$ cat src/rtl/hamming74_encoder_tx_if.sv
// Handshake bundle for the Hamming(7,4) transmitter: nibble input side and codeword output side.
// master = producer of nibbles / consumer of codewords; slave = the encoder itself.
interface hamming74_encoder_tx_if;
    logic       in_valid;
    logic       in_ready;
    logic [3:0] in_data;
    logic [2:0] in_inj_pos;
    logic       out_valid;
    logic       out_ready;
    logic [7:0] out_code;

    modport master (
        output in_valid,
        output in_data,
        output in_inj_pos,
        output out_ready,
        input  in_ready,
        input  out_valid,
        input  out_code
    );

    modport slave (
        input  in_valid,
        input  in_data,
        input  in_inj_pos,
        input  out_ready,
        output in_ready,
        output out_valid,
        output out_code
    );
endinterface

$ cat src/rtl/hamming74_encoder_tx.sv
// Buffers nibbles in a small FIFO and emits Hamming(7,4) codewords with optional bit-flip injection.
// Latency 2 cycles push-to-out_valid when idle, then one word per cycle; in_ready = FIFO not full (registered state only).
// Output register holds while out_ready is low. HAMMING_SECDED_EN adds the overall parity bit out_code[7].
module hamming74_encoder_tx #(
    parameter int FIFO_DEPTH = 2,
    parameter int CNT_W      = 16
) (
    input  logic                 wb_clk_i,
    input  logic                 wb_rst_i,
    hamming74_encoder_tx_if.slave bus,
    output logic [CNT_W-1:0]     word_cnt
);

    localparam int AW = $clog2(FIFO_DEPTH);
    localparam logic [AW:0]      PTR_ONE = 1;
    localparam logic [CNT_W-1:0] CNT_ONE = 1;

    if (FIFO_DEPTH < 2 || (FIFO_DEPTH & (FIFO_DEPTH - 1)) != 0) begin : g_bad_depth
        $error("FIFO_DEPTH must be a power of two and at least 2");
    end

    // Each entry carries the injection position alongside the nibble: {pos[2:0], d[3:0]}
    logic [6:0]  mem [FIFO_DEPTH];
    logic [AW:0] wr_ptr;
    logic [AW:0] rd_ptr;
    logic        fifo_full;
    logic        fifo_empty;
    logic        push;
    logic        pop;
    logic [6:0]  head_dat;
    logic [3:0]  head_d;
    logic [2:0]  head_pos;

    logic [6:0]  code_clean;
    logic [6:0]  code_inj;
    logic        parity;

    logic        out_valid_q;
    logic [7:0]  out_code_q;

    assign fifo_empty = (wr_ptr == rd_ptr);
    assign fifo_full  = (wr_ptr[AW] != rd_ptr[AW]) && (wr_ptr[AW-1:0] == rd_ptr[AW-1:0]);

    assign bus.in_ready = !fifo_full;
    assign push         = bus.in_valid && !fifo_full;
    // Refill the output register whenever it is empty or being drained this cycle.
    assign pop          = !fifo_empty && (!out_valid_q || bus.out_ready);

    always_ff @(posedge wb_clk_i or posedge wb_rst_i) begin
        if (wb_rst_i) begin
            wr_ptr <= '0;
            rd_ptr <= '0;
        end else begin
            if (push) begin
                wr_ptr <= wr_ptr + PTR_ONE;
            end
            if (pop) begin
                rd_ptr <= rd_ptr + PTR_ONE;
            end
        end
    end

    always_ff @(posedge wb_clk_i) begin
        if (push) begin
            mem[wr_ptr[AW-1:0]] <= {bus.in_inj_pos, bus.in_data};
        end
    end

    assign head_dat = mem[rd_ptr[AW-1:0]];
    assign head_d   = head_dat[3:0];
    assign head_pos = head_dat[6:4];

    function automatic logic [6:0] encode(input logic [3:0] d);
        return {d[3], d[2], d[1], d[1] ^ d[2] ^ d[3], d[0], d[0] ^ d[2] ^ d[3], d[0] ^ d[1] ^ d[3]};
    endfunction

    function automatic logic [6:0] inj_mask(input logic [2:0] pos);
        logic [6:0] m;
        m = '0;
        if (pos != 3'd0) begin
            m[pos - 3'd1] = 1'b1;
        end
        return m;
    endfunction

    assign code_clean = encode(head_d);
    assign code_inj   = code_clean ^ inj_mask(head_pos);

`ifdef HAMMING_SECDED_EN
    // Parity covers the clean codeword so an injected flip shows up as odd overall parity.
    assign parity = ^code_clean;
`else
    assign parity = 1'b0;
`endif

    always_ff @(posedge wb_clk_i or posedge wb_rst_i) begin
        if (wb_rst_i) begin
            out_valid_q <= 1'b0;
            out_code_q  <= '0;
        end else if (pop) begin
            out_valid_q <= 1'b1;
            out_code_q  <= {parity, code_inj};
        end else if (bus.out_ready) begin
            out_valid_q <= 1'b0;
        end
    end

    assign bus.out_valid = out_valid_q;
    assign bus.out_code  = out_code_q;

    always_ff @(posedge wb_clk_i or posedge wb_rst_i) begin
        if (wb_rst_i) begin
            word_cnt <= '0;
        end else if (out_valid_q && bus.out_ready) begin
            word_cnt <= word_cnt + CNT_ONE;
        end
    end

    a_hold_stable: assert property (@(posedge wb_clk_i) disable iff (wb_rst_i)
        out_valid_q && !bus.out_ready |=> out_valid_q && $stable(out_code_q));

    a_no_overflow: assert property (@(posedge wb_clk_i) disable iff (wb_rst_i)
        fifo_full |-> !push);

    c_cnt_wrap: cover property (@(posedge wb_clk_i) disable iff (wb_rst_i)
        out_valid_q && bus.out_ready && (&word_cnt));

endmodule

$ cat src/flat_wrapper.sv
// flat-port wrapper written by rule: the top's interface ports become plain ports
module hamming74_encoder_tx_flat 
#(
    parameter int FIFO_DEPTH = 2,
    parameter int CNT_W      = 16
)
  (wb_clk_i, wb_rst_i, word_cnt, bus_in_valid, bus_in_data, bus_in_inj_pos, bus_out_ready, bus_in_ready, bus_out_valid, bus_out_code);
  hamming74_encoder_tx_if bus_i ();
  input  logic wb_clk_i;
  input  logic wb_rst_i;
  output logic [CNT_W-1:0] word_cnt;
  input wire logic [$bits(bus_i.in_valid)-1:0] bus_in_valid;
  input wire logic [$bits(bus_i.in_data)-1:0] bus_in_data;
  input wire logic [$bits(bus_i.in_inj_pos)-1:0] bus_in_inj_pos;
  input wire logic [$bits(bus_i.out_ready)-1:0] bus_out_ready;
  output wire logic [$bits(bus_i.in_ready)-1:0] bus_in_ready;
  output wire logic [$bits(bus_i.out_valid)-1:0] bus_out_valid;
  output wire logic [$bits(bus_i.out_code)-1:0] bus_out_code;
  assign bus_i.in_valid = bus_in_valid;
  assign bus_i.in_data = bus_in_data;
  assign bus_i.in_inj_pos = bus_in_inj_pos;
  assign bus_i.out_ready = bus_out_ready;
  assign bus_in_ready = bus_i.in_ready;
  assign bus_out_valid = bus_i.out_valid;
  assign bus_out_code = bus_i.out_code;
  hamming74_encoder_tx #(.FIFO_DEPTH(FIFO_DEPTH), .CNT_W(CNT_W)) u_core (.wb_clk_i(wb_clk_i), .wb_rst_i(wb_rst_i), .bus(bus_i), .word_cnt(word_cnt));
endmodule
$ cat config.mk
export PLATFORM = sky130hd
export DESIGN_NAME = hamming74_encoder_tx_flat
export DESIGN_NICKNAME = d
export VERILOG_FILES = /design/src/rtl/hamming74_encoder_tx_if.sv /design/src/rtl/hamming74_encoder_tx.sv /design/src/flat_wrapper.sv
export SDC_FILE = /design/constraint.sdc
export NUM_CORES = 1
export LEC_CHECK = 0
export ABC_AREA = 1
export BUFFER_PORTS_ARGS = -buffer_cell sky130_fd_sc_hd__buf_4
export CORE_ASPECT_RATIO = 0.9
export CORE_MARGIN = 5
export CORE_UTILIZATION = 50
export CTS_CLUSTER_DIAMETER = 100
export DETAILED_ROUTE_END_ITERATION = 16
export PLACE_DENSITY_LB_ADDON = 0.1
export SLEW_MARGIN = 20
export SYNTH_ARGS = -nofsm -noshare
export SYNTH_HDL_FRONTEND = slang
export SYNTH_SLANG_ARGS = --single-unit
$ cat constraint.sdc
create_clock -name wb_clk_i -period 2 [get_ports wb_clk_i]
set_input_delay 0 -clock wb_clk_i [delete_from_list [all_inputs] [get_ports wb_clk_i]]
set_output_delay 0 -clock wb_clk_i [all_outputs]
set_load 0.01 [all_outputs]
==> flow_summary.ini <==
[status]
status = finished, final reports clean

[finish]
filler_cell_count = 401
nets = 331
area_delta_synth_final_pct = 25.0
antennaDiodeCount = 0
final_common_cell = nand2_1
fin_util_pct = 63.2
final_cell_mix = nand2_1 (90), inv_1 (42), buf_4 (41), dfrtp_1 (27), nand3_1 (17)
stdcell_area_sq_um = 2770
layout-drive-gt1-share_pct = 21.1

[floorplan]
die_area_sq_um = 5860
rows = 23
core-area_sq_um = 4370
io_pins = 37
die_h_um = 73.1
initial_core_util_pct = 50.6
die_w_um = 80.1

[placement]
postPlaceCellArea_sq_um = 2540
routabilityCongestion = 0.822
place_ws_ns = 0.107
dpl.hpwl_um = 2980
placement.io_buffers = 35

[logic_synthesis]
netlist_area_sq_um = 2210
syn_inst = 264
synth_nets = 278
yosysWarnings = 0
ys_ff_latch = 42
syn_area_per_cell_sq_um = 8.38
ys_seq_area_share_pct = 50.7
yosysUniqueCellTypes = 24

[timing]
hold_viol = 0
rsz0062_at_grt = false
setup_viol = 0
finClkSkew_ns = 0.00675
fin_crit_sh_pct = 91.3
drv_slew = 0
setup_ws_ns = 0.174
finalSetupTns_ns = 0
fmax_ghz = 0.548
period_needed_ns = 1.83

[grt]
top_usage_layer = met2
grt_usage_pct = 15.2
use_met2_pct = 21.6
grtUsageMet3_pct = 5.06
antenna_found_initial = 0
overflow = 0
grt_max_degree = 29
grt_pass1_vias = 1556
use_met1_pct = 21.4
grt_pass1_wl_um = 6840

[hold_path]
worstHoldPathType = primary input to async pin

[setup_path]
end_kind = flop
crit_type = flop to flop
worstPathRequired_ns = 2.21
r2r_start = u_core.rd_ptr[0]$_DFFE_PP0P_
critPathMaxFanout = 7
startpoint_type = flop
worst_setup_path_startpoint = u_core.rd_ptr[0]$_DFFE_PP0P_
crit_arrival_ns = 2.04

[clocking]
cts_num_sinks = 42
cts-root-buf = clkbuf_8
clk_pin_slew_ns = 0.08
numCtsBuffers = 5
cts_setup_buffers = 0
clock_path_buffers = 2
insertion_delay_ns = 0.29
htreeDepth = 2
cts_tree = done

[pwr]
pwr-share-seq_pct = 35.3
worst_ir_drop_vdd_mv = 0.961
p_switching_w = 0.00164
p_comb_share_pct = 48.5
p_clk_share_pct = 16.2
p_leak_nw = 1.42
p_sw_share_pct = 41.2
power.density_nw_per_um2 = 1440
p_int_w = 0.00234

[routing]
vias_per_cell = 4.44
route.detailed.drc = 0
wl_per_cell_um = 10.5
drtIter0Drc = 54
antenna_left = 0
vias = 1687
first_pass_iters = 4
drt_wl_total_um = 3980

[job]
cap_violations = 0
[state kept, by name (all words and copies together) (netlist names)]
register / flops
u_core.bus.out_code: 7
u_core.mem: 14
u_core.word_cnt: 16
u_core.bus.out_valid: 1
u_core.wr_ptr: 2
u_core.rd_ptr: 2
[worst max-delay path: stages, from the launching register on]
cell and delay [ns]:
dfrtp_2 0.47, nand2_1 0.10, nand2_2 0.06, ha_1 0.19
ha_1 0.31, inv_1 0.10, nand2_1 0.05, nor2_1 0.12
nand2_1 0.08, xor2_1 0.14, o21ai_0 0.13
[layout make-up]
cell class                      count  area [sq um]  share of cell area (%)
Timing Repair Buffer               51           408                    14.8
Sequential cell                    42          1120                    40.6
Inverter                           43           164                    5.93
Multi-Input combinational cell    174           882                    31.9
Tap cell                           62          77.6                    2.81
Clock buffer                        8           111                    4.03
[final timing paths]
kind                                                 endpoint  slack, ns  cells after the start
min in group wb_clk_i              u_core.mem[0][4]$_DFFE_PP_       0.43                      2
setup reg to reg           u_core.bus.out_code[4]$_DFFE_PP0P_       0.17                     10
hold reg to reg            u_core.bus.out_code[0]$_DFFE_PP0P_       0.48                      2
hold / removal                 u_core.word_cnt[7]$_DFFE_PP0P_       0.32                      4
setup / recovery           u_core.bus.out_code[4]$_DFFE_PP0P_       0.17                     10
max in group asynchronous        u_core.rd_ptr[0]$_DFFE_PP0P_       1.39                      4
[stage by stage]
step                hold slack, ns  cells  total power, W
floorplan                   0.0654    264         0.00280
global placement            0.0999    362         0.00330
detailed placement           0.102    362         0.00332
CTS                          0.347    380         0.00398
global route                 0.364    380         0.00435
finish                       0.323    380         0.00399
[layer usage]
| metal | share of wire [%] | vias up | wire length [um] |
|---|---|---|---|
| met5 | 0 | - | 0 |
| met4 | 1.9 | 0 | 77 |
| met3 | 6.6 | 7 | 264 |
| met2 | 41 | 44 | 1630 |
| met1 | 50 | 729 | 2000 |
| li1 | - | 907 | - |
[cell families (layout without fill, tap and decap cells)]
group                      Yosys count  in the layout  synth area share [%]
other                                1              1                 0.170
and+or+nand+nor                    144            144                  28.3
adders and majority gates            3              3                  1.70
buffers and inverters               48            102                  9.90
AOI/OAI and AO/OA                    7              7                  1.58
DFF                                 42             42                  50.7
xor gates and xnor gates            17             17                  6.73
muxes                                2              2                 0.905
[power by group through the flow]
stage | combinational (W) | sequential [W] | clock (W)
final | 0.00193 | 0.00141 | 0.000646
after CTS | 0.00192 | 0.00140 | 0.000660
after global placement | 0.00188 | 0.00142 | 0
after detailed placement | 0.00189 | 0.00142 | 0
after global routing | 0.00222 | 0.00144 | 0.000690
after floorplan | 0.00137 | 0.00143 | 0
[cells in the mapped netlist, drive strengths merged]
cell type,instances,share of area (%)
a21oi,1,0.23
buf,4,1.9
clkbuf,1,0.62
conb,1,0.17
dfrtp,28,32
edfxtp,14,19
ha,3,1.7
inv,43,7.4
mux2i,2,0.91
nand2,97,17
nand3,19,4.8
nand4,3,0.85
nor2,23,5.0
nor3,2,0.45
o21ai,6,1.4
xnor2,5,2.0
xor2,12,4.8
[repair_timing]
action / 4_1_cts / 5_1_grt
endpoints found under the setup margin: 0 / 6
hold buffers: 10 / 0
resized for setup: 0 / 4
hold endpoints to repair: 44 / 0
(Power assumes the default switching activity.)
